--- src/rtl/exe_mc.sv ---
// Execute / writeback stage with flush counter and an optional radix-2 multiplier.
// Macro EXE_MC_MUL_EN compiles the multiplier in. When it is not defined, a MUL
// instruction traps as an illegal instruction (cause 2).
module exe_mc #(
  parameter int XLEN        = 32,
  parameter int FLUSH_DEPTH = 2
) (
  input  logic            clk,
  input  logic            reset,
  input  logic            dec_v_i,
  output logic            dec_rdy_o,
  input  logic [XLEN-1:0] pc_i,
  input  logic            rd_v_i,
  input  logic [4:0]      rd_adr_i,
  input  logic [XLEN-1:0] res_data_i,
  input  logic [XLEN-1:0] rs1_data_i,
  input  logic [XLEN-1:0] rs2_data_i,
  input  logic            mul_v_i,
  input  logic            branch_v_i,
  input  logic [XLEN-1:0] branch_pc_i,
  input  logic            exc_v_i,
  input  logic [4:0]      exc_cause_i,
  input  logic            mret_i,
  input  logic [XLEN-1:0] mepc_i,
  input  logic [XLEN-1:0] mtvec_i,
  output logic            wbk_v_q_o,
  output logic [4:0]      wbk_adr_q_o,
  output logic [XLEN-1:0] wbk_data_q_o,
  output logic            branch_v_q_o,
  output logic [XLEN-1:0] pc_data_q_o,
  output logic            exception_q_o,
  output logic [XLEN-1:0] mcause_q_o,
  output logic [XLEN-1:0] mepc_q_o,
  output logic            busy_o
);

  localparam int CW = $clog2(XLEN) + 1;

  logic [2:0]      flush_q;
  logic            live;
  logic            exc_eff;
  logic [4:0]      cause_eff;
  logic            redirect;
  logic            alu_wr;
  logic            mul_wb;
  logic [4:0]      mul_wb_adr;
  logic [XLEN-1:0] mul_wb_data;
  logic            unused_bits;

  // Only instructions accepted with an empty flush window do anything.
  assign live     = dec_v_i & dec_rdy_o & (flush_q == 3'd0);
  assign redirect = live & (exc_eff | mret_i | branch_v_i);
  assign alu_wr   = live & rd_v_i & ~exc_eff & ~mul_v_i;

`ifdef EXE_MC_MUL_EN
  typedef enum logic [1:0] {S_IDLE, S_MUL, S_DONE} state_t;

  state_t          state_q, state_d;
  logic [XLEN-1:0] acc_q, mcand_q, mplier_q, acc_step;
  logic [4:0]      mul_rd_q;
  logic [CW-1:0]   cnt_q;
  logic            mul_start, mul_last;

  assign dec_rdy_o   = (state_q == S_IDLE);
  assign busy_o      = (state_q != S_IDLE);
  assign exc_eff     = exc_v_i;
  assign cause_eff   = exc_cause_i;
  assign mul_start   = live & mul_v_i & ~exc_v_i;
  assign mul_last    = (state_q == S_MUL) && (cnt_q == CW'(XLEN - 1));
  assign acc_step    = mplier_q[0] ? acc_q + mcand_q : acc_q;
  // Result is registered on the final step so the pulse is visible during DONE.
  assign mul_wb      = mul_last;
  assign mul_wb_adr  = mul_rd_q;
  assign mul_wb_data = acc_step;
  assign unused_bits = ^mtvec_i[1:0];

  // Multiplier state register.
  always_ff @(posedge clk or posedge reset) begin
    if (reset) state_q <= S_IDLE;
    else       state_q <= state_d;
  end

  // Next-state: IDLE -> MUL on a live MUL, XLEN steps, one DONE cycle.
  always_comb begin
    state_d = state_q;
    case (state_q)
      S_IDLE:  if (mul_start) state_d = S_MUL;
      S_MUL:   if (mul_last)  state_d = S_DONE;
      S_DONE:                 state_d = S_IDLE;
      default:                state_d = S_IDLE;
    endcase
  end

  // Shift-add datapath: multiplicand shifts left, multiplier shifts right.
  always_ff @(posedge clk or posedge reset) begin
    if (reset) begin
      acc_q    <= '0;
      mcand_q  <= '0;
      mplier_q <= '0;
      mul_rd_q <= '0;
      cnt_q    <= '0;
    end else if (mul_start) begin
      acc_q    <= '0;
      mcand_q  <= rs1_data_i;
      mplier_q <= rs2_data_i;
      mul_rd_q <= rd_adr_i;
      cnt_q    <= '0;
    end else if (state_q == S_MUL) begin
      acc_q    <= acc_step;
      mcand_q  <= mcand_q << 1;
      mplier_q <= mplier_q >> 1;
      cnt_q    <= cnt_q + CW'(1);
    end
  end
`else
  assign dec_rdy_o   = 1'b1;
  assign busy_o      = 1'b0;
  // MUL without the multiplier is an illegal instruction.
  assign exc_eff     = exc_v_i | mul_v_i;
  assign cause_eff   = exc_v_i ? exc_cause_i : 5'd2;
  assign mul_wb      = 1'b0;
  assign mul_wb_adr  = '0;
  assign mul_wb_data = '0;
  assign unused_bits = ^{mtvec_i[1:0], rs1_data_i, rs2_data_i};
`endif

  // Flush window: loaded on redirect, counts down and saturates at zero.
  always_ff @(posedge clk or posedge reset) begin
    if (reset)                flush_q <= 3'd0;
    else if (redirect)        flush_q <= 3'(FLUSH_DEPTH);
    else if (flush_q != 3'd0) flush_q <= flush_q - 3'd1;
  end

  // Registered writeback / redirect / trap outputs; valids are single-cycle pulses.
  always_ff @(posedge clk or posedge reset) begin
    if (reset) begin
      wbk_v_q_o     <= 1'b0;
      wbk_adr_q_o   <= '0;
      wbk_data_q_o  <= '0;
      branch_v_q_o  <= 1'b0;
      pc_data_q_o   <= '0;
      exception_q_o <= 1'b0;
      mcause_q_o    <= '0;
      mepc_q_o      <= '0;
    end else begin
      wbk_v_q_o     <= 1'b0;
      branch_v_q_o  <= 1'b0;
      exception_q_o <= 1'b0;
      if (mul_wb) begin
        wbk_v_q_o    <= 1'b1;
        wbk_adr_q_o  <= mul_wb_adr;
        wbk_data_q_o <= mul_wb_data;
      end else if (alu_wr) begin
        wbk_v_q_o    <= 1'b1;
        wbk_adr_q_o  <= rd_adr_i;
        wbk_data_q_o <= res_data_i;
      end
      if (live & exc_eff) begin
        branch_v_q_o  <= 1'b1;
        exception_q_o <= 1'b1;
        pc_data_q_o   <= {mtvec_i[XLEN-1:2], 2'b00};
        mcause_q_o    <= {{(XLEN-5){1'b0}}, cause_eff};
        mepc_q_o      <= pc_i;
      end else if (live & mret_i) begin
        branch_v_q_o  <= 1'b1;
        pc_data_q_o   <= mepc_i;
      end else if (live & branch_v_i) begin
        branch_v_q_o  <= 1'b1;
        pc_data_q_o   <= branch_pc_i;
      end
    end
  end

endmodule

--- config.mk ---
export PLATFORM = sky130hd
export DESIGN_NAME = exe_mc
export DESIGN_NICKNAME = d
export VERILOG_FILES = /design/src/rtl/exe_mc.sv
export SDC_FILE = /design/constraint.sdc
export NUM_CORES = 1
export LEC_CHECK = 0
export ABC_AREA = 1
export CAP_MARGIN = 20
export CORE_ASPECT_RATIO = 0.6
export CORE_MARGIN = 4
export CORE_UTILIZATION = 32
export CTS_CLUSTER_DIAMETER = 50
export DETAILED_ROUTE_END_ITERATION = 6
export PLACE_DENSITY = 0.88
export SYNTH_ARGS = -nofsm -noshare
export SYNTH_HDL_FRONTEND = slang
export SYNTH_SLANG_ARGS = --single-unit
--- constraint.sdc ---
create_clock -name clk -period 4.2 [get_ports clk]
set_input_delay 1.26 -clock clk [delete_from_list [all_inputs] [get_ports clk]]
set_output_delay 1.26 -clock clk [all_outputs]
set_load 0.02 [all_outputs]
==> impl_results.md <==
- Critical hold path startpoint: mepc_q_o[23]
- Final setup viols: 0
- Starting DRC count in detailed routing: 285
- Post_cts resized: 0
- Clock latency reported for the late side of the worst-skew pair: 0.34 ns
- Peak fanout along the critical path: 39
- Cell depth of the worst flop-to-flop path: 10
- Register area share after synthesis: 0.527
- Warnings, synthesis: 0
- Root buf cell: sky130_fd_sc_hd__clkbuf_16
- Floorplan die width: roughly 170 µm
- Slew HR: 0.557
- TritonCTS clock tree: built
- Vias in the first global route: slightly below 5,000
- Core footprint: approximately 0.016 mm²
- Iteration count of the initial detailed-routing pass: 6
- Final Hold Fails: 0
- Effective utilization at floorplan: 0.327
- Overall die area: between 0.015 and 0.02 mm²
- Final critical delay including setup and external delays: approximately 3.2 ns
- Area share of the largest cell type after synthesis: 0.527
- Final Routed Wirelength: 17.3 mm
- Hold buffer count at CTS: 0
- FMAX: approximately 320 MHz
- Setup crit start kind: input port
- Lkg Pwr: 4.26 nW
- Startpoint-to-endpoint class of the critical path: input port to flop
- Share of the clock period used by the worst path: 0.750
- Number of sinks on the clock net: 112
- DRC viols: 0
- Via-per-instance ratio: between 4 and 5
- Final weighted congestion in routability-driven placement: ~0.80
- Power density relative to cell area: 610 mW/mm²
- Critical path capture point: pc_data_q_o[0]
- Cell accounting for the most synthesized area: sky130_fd_sc_hd__dfrtp_1
- Setup TNS after final layout: 0 ns
- Layout cell share with drive strength beyond 1: 0.0463
- Clock buffers created by TritonCTS: 9
- Unrepaired setup endpoints after global routing: false
- Final net count: ~1,200
- Syn Area/Cell: between 7 and 8 µm²
- Path class of the lowest-slack min-delay path: flop to flop
- Post-CTS setup-driven buffer insertion count: 0
- Post-Place Cells: about 1,200
- Placement row count: 36
- Number of I/O pins: 380
- Remaining antenna violation count after routing: 0
- Die Height: approximately 110 µm
- Fin area: ~0.0085 mm²
- Max Transition Viols Final: 0
- Routed wire per std cell: 14.7 µm
- Antenna violations before repair: 0
- Share of async-settable or async-resettable flops after synthesis: 1.00
- Relative area change from synthesis to final layout: 60.2%
- Instance area at placement: 0.00822 mm²
- Detailed Place HPWL: between 10 and 15 mm
- Main area contributors after synthesis: sky130_fd_sc_hd__dfrtp_1 (53%), sky130_fd_sc_hd__nand2_1 (25%), sky130_fd_sc_hd__buf_4 (5.5%)
- Maximum root-to-sink buffer count: 2
- Global-route usage over all layers: 0.178
- Register-to-Register Setup Slack: between 1 and 1.5 ns
- Total grt overflow: 0
- Endpoint of the most critical register-to-register path: pc_data_q_o[0]
- Most common flop cell mapped by yosys: sky130_fd_sc_hd__dfrtp_1
- Result of the run: completed
- Synthesized instance count: between 600 and 700
- Endpoint class of the critical path: flop
- Worst r2r src: flush_q[0]
- Layout filler cell count: 1,501
- Worst ir drop on vdd: around 0.28 mV
- Worst EP required: roughly 4.5 ns
- Core utilization of the finished layout: 0.523
- Flop and latch count out of synthesis: around 110
- Max-cap violations: 0
- Clock Skews: a little under 0.006 ns
- Largest net degree at the start of global routing: 61
- Minimum hold slack: 0.478 ns
- Count of antenna diodes in the layout: 0
- Global-route wire length before repair: 26.8 mm
- H-Tree Level Count: 3
- Crit path arrival time: between 3 and 4 ns
- Via count: 5,164
- Number of synthesized flops with an enable pin: 0
- Synth cell types: 23
- Post-CTS clock slew at the launch and capture registers of the worst setup and hold paths: about 0.080 ns
- Critical path origin: exc_v_i
- Number of buffers inserted by port buffering: about 280
- Actual transition at the worst max-transition pin: 0.664 ns
- Post-layout instance count excluding filler cells: around 1,200
- Post-Synthesis Cell Area: approximately 0.0053 mm²
-- sequential cells by signal (all words and copies together) (netlist names) --
| register | count |
|---|---|
| mepc_q_o | 32 |
| wbk_data_q_o | 32 |
| mcause_q_o | 5 |
| pc_data_q_o | 32 |
| flush_q | 3 |
| wbk_adr_q_o | 5 |
| exception_q_o | 1 |
| wbk_v_q_o | 1 |
| branch_v_q_o | 1 |
-- kinds of logic (layout without fill, tap and decap cells) --
logic type	Yosys count	in the layout	share of synthesized area
simple gates	443	443	0.344
flops	112	112	0.527
buf+inv	109	356	0.110
compound gates	8	8	0.0108
fa+ha+maj	2	2	0.00471
other cells	2	29	0.00141
mux	1	1	0.00188
-- metal layers --
metal	global-route usage	vias to the layer above	part of all wire
li1	-	2548	-
met1	0.240	2399	0.44
met2	0.287	203	0.47
met3	0.0544	14	0.082
met4	0.0356	0	0.011
met5	0	-	0
-- cells in the mapped netlist, drive strengths merged, types with 2 or more instances --
cell / count
a22o: 4
buf: 52
clkbuf: 10
conb: 2
dfrtp: 112
ha: 2
inv: 46
nand2: 359
nand3: 56
nand4: 12
nor2: 6
o21ai: 3
or2: 10
-- worst min path at each step --
stage          slack [ns]  cells after the start              end
6_report             0.48                      2     mepc_q_o[23]
5_1_grt              0.49                      2  pc_data_q_o[28]
4_1_cts              0.49                      2     mepc_q_o[12]
3_5_place_dp         0.46                      2     mepc_q_o[12]
3_3_place_gp         0.46                      2  wbk_data_q_o[5]
2_1_floorplan        0.49                      2       flush_q[2]
-- stage by stage --
| step | power (mW) | worst slack (ns) |
|---|---|---|
| CTS | 5.26 | 1.05 |
| finish | 5.19 | 1.05 |
| global route | 5.52 | 0.800 |
| global placement | 4.31 | 0.698 |
| detailed placement | 4.39 | 0.691 |
| floorplan | 3.10 | 1.58 |
-- final cells by class --
cell class                 instances  area, µm²  area share
tap                              228        285      0.0335
multi-input combinational        483       2030       0.238
sequential                       112       2800       0.329
timing repair buffer             293       2920       0.343
clock buffer                      10        229      0.0269
clock inverter                     6       62.6     0.00735
inverter                          47        180      0.0212
-- critical path, cell delays in order --
cell,delay (ns)
sky130_fd_sc_hd__clkdlybuf4s50_1,0.42
sky130_fd_sc_hd__inv_1,0.11
sky130_fd_sc_hd__nand2_1,0.19
sky130_fd_sc_hd__nand2_4,0.44
sky130_fd_sc_hd__nand2_2,0.33
sky130_fd_sc_hd__inv_2,0.46
sky130_fd_sc_hd__nand2_1,0.10
sky130_fd_sc_hd__o21ai_0,0.09
-- cell usage in the layout (no fill, tap or decap), types with 2 or more instances in the layout --
| cell | synthesis | routed |
|---|---|---|
| sky130_fd_sc_hd__dfrtp_1 | 112 | 112 |
| sky130_fd_sc_hd__inv_2 | 4 | 4 |
| sky130_fd_sc_hd__nand2_1 | 356 | 356 |
| sky130_fd_sc_hd__inv_1 | 42 | 41 |
| sky130_fd_sc_hd__inv_6 | 0 | 2 |
| sky130_fd_sc_hd__nand4_1 | 12 | 12 |
| sky130_fd_sc_hd__a22o_1 | 4 | 4 |
| sky130_fd_sc_hd__buf_4 | 39 | 8 |
| sky130_fd_sc_hd__nor2_1 | 5 | 5 |
| sky130_fd_sc_hd__nand3_1 | 55 | 55 |
| sky130_fd_sc_hd__o21ai_0 | 3 | 3 |
| sky130_fd_sc_hd__conb_1 | 2 | 29 |
| sky130_fd_sc_hd__or2_2 | 10 | 10 |
| sky130_fd_sc_hd__ha_1 | 2 | 2 |
| sky130_fd_sc_hd__nand2_4 | 2 | 2 |
| sky130_fd_sc_hd__clkinv_4 | 0 | 2 |
| sky130_fd_sc_hd__clkdlybuf4s50_1 | 0 | 284 |
| sky130_fd_sc_hd__clkbuf_16 | 0 | 9 |
-- power breakdown --
part           switching, mW  leakage [nW]  internal, mW
registers              0.248          1.44          1.54
logic                   1.37          2.68          1.19
clock network          0.422         0.142         0.420
Power figures use the tool's default switching activity.
==> edit, RTL diff (config.mk and constraints unchanged) <==
The option `EXE_MC_MUL_EN` is turned on by a define.
--- a/src/rtl/exe_mc.sv
+++ b/src/rtl/exe_mc.sv
@@ -2,4 +2,6 @@
 // Macro EXE_MC_MUL_EN compiles the multiplier in. When it is not defined, a MUL
 // instruction traps as an illegal instruction (cause 2).
+`define EXE_MC_MUL_EN
+
 module exe_mc #(
   parameter int XLEN        = 32,
Function: changed (Yosys sat finds a counterexample within 4 cycles, from zero or initial values and one cycle with reset high).
==> edit against the original RTL <==
Sequential cell count is 109 higher; worst setup slack better by 0.065 ns; routed wire length grew to 2.6 times the old value; first-iteration DRC count grew to 3.9 times the old value; total power is 100% higher; global-route usage is 2.2 points higher; sequential share of layout area is 1.1 points lower; design area is 100% higher; final cell count is 120% higher; synthesized area is 140% higher; critical path type is now flip-flop to primary output; largest cell class is now multi-input combinational cells; highest routed layer is now met5.
==> edit: results (changes against the original RTL) <==
status=complete, no violations (unchanged); Area contributors post-synth=dfrtp_1, nand2_1, nand3_1 (was dfrtp_1, nand2_1, buf_4); hold_ws=0.472 ns (was 0.478 ns); initial DRC count=1108 (was 285); clock tree buffer depth=3 (was 2); routability cong.=0.977 (was 0.795); fin worst setup slack=1.11 ns (was 1.05 ns); XOR/XNOR Fraction of Synth Area=1.04% (was 0%); Comb pwr share=45.6% (was 49.4%); first-pass GRT wire length=68600 um (was 26800 um); Synth Area in Compound Gates=9.40% (was 1.08%); top post-synthesis cells by count=nand2_1, dfrtp_1, nand3_1 (unchanged); Filler Cells Inserted=3732 (was 1501); wire per inst=17.4 um (was 14.7 um); initial antenna violation count=4 (was 0); final cell count without fillers=2565 (was 1179); total number of vias=12442 (was 5164); HP Class=flip-flop to flip-flop (unchanged); Final #Nets=2307 (was 1190); ys async rst share=100% (unchanged); post-CTS setup buffer count=0 (unchanged); clk_lat worst skew=0.55 ns (was 0.34 ns); CP delay by family, top=buffers and inverters (was simple AND/OR/NAND/NOR gates); sequential share of the synthesized area=44.0% (was 52.7%); Reg2Reg Setup Slack=1.55 ns (was 1.36 ns); clock power share=21.4% (was 16.2%); Root Buffer=clkbuf_16 (unchanged); share of cells above drive strength 1=4.88% (was 4.63%); VDD IR-drop max=0.315 mV (was 0.282 mV); Pleak=8.73 nW (was 4.26 nW); setup_tns=0 ns (unchanged); placed inst area=16500 sq um (was 8220 sq um); Sw Share=41.3% (was 39.4%); Pwr Total=10.6 mW (was 5.19 mW); Final Skew=0.0204 ns (was 0.00581 ns); router iterations before antenna repair=5 (was 6); CP max stage delay=0.65 ns (was 0.46 ns); dpl cells=2514 (was 1163); Port Buffer Count=350 (was 284); Slew HR=41.2% (was 55.7%); cts repair resizes=0 (unchanged); mux share of post-synthesis cell area=0.328% (was 0.188%); EDFF count, synth=0 (unchanged); Crit Path Max Fanout=3 (was 39); GR Util All Layers=20.1% (was 17.8%); Synth Warn #=0 (unchanged); top cell type's share of synthesized area=44.0% (was 52.7%); Final HPWL DP=33800 um (was 13300 um); CP max stage cell=clkdlybuf4s50_1 (was inv_2); largest net degree at the start of global routing=111 (was 61); Critical Path AT=1.83 ns (was 3.41 ns); Clock H-tree levels=1 (was 3); Distinct cells, synth=49 (was 23); CTS clk-pin slew, worst paths=0.06 ns (was 0.08 ns); residual DRC count=0 (unchanged); pre-CTS setup slack=0.712 ns (was 0.691 ns); Post-Synth Adder-Cell Area=3.54% (was 0.471%); CTS Buf Count=27 (was 9); Synth Instances=1706 (was 677)
edit: changes by cell type after synthesis, sizes merged, moves of 17 or more:
cell    change
nand2     +407
dfrtp     +109
nand3     +107
inv        +97
nor2       +57
a22oi      +34
o211ai     +33
ha         +32
o21ai      +29
a21oi      +27
buf        +22
clkbuf     +18
o21a       +17
edit: layout make-up:
type / instances / area, sq um / share of cell area (%)
Sequential cell: 221 / 5530 / 31.9
Multi-Input combinational cell: 1265 / 6030 / 34.8
Clock inverter: 9 / 75.1 / 0.433
Inverter: 144 / 549 / 3.17
Clock buffer: 38 / 787 / 4.54
Tap cell: 513 / 642 / 3.70
Timing Repair Buffer: 371 / 3720 / 21.5
Antenna cell: 4 / 10.0 / 0.0577
edit: final timing paths:
| check | startpoint | to | depth (start not counted) |
|---|---|---|---|
| setup / recovery | state_q[0] | dec_rdy_o | 2 |
| hold / removal | mepc_q_o[7] | mepc_q_o[7] | 2 |
| setup reg to reg | flush_q[1] | pc_data_q_o[31] | 11 |
| hold reg to reg | mepc_q_o[7] | mepc_q_o[7] | 2 |
| max in group asynchronous | reset | mplier_q[12] | 3 |
| min in group asynchronous | reset | pc_data_q_o[13] | 2 |
edit: per-layer routing:
metal  vias to the layer above  track usage (%)  wire (um)
li1                       6056                -          -
met1                      5847             28.4      20000
met2                       466             31.1      19900
met3                        71             4.66       3620
met4                         2             5.09       1070
met5                         -                0         13
edit: logic make-up (layout without fill, tap and decap cells):
logic type / Yosys count / count (layout)
DFF: 221 / 221
buffers and inverters: 246 / 562
AOI/OAI and AO/OA: 175 / 175
and+or+nand+nor: 1009 / 1009
muxes: 4 / 4
xor gates and xnor gates: 15 / 15
adders and majority gates: 35 / 35
other: 1 / 31
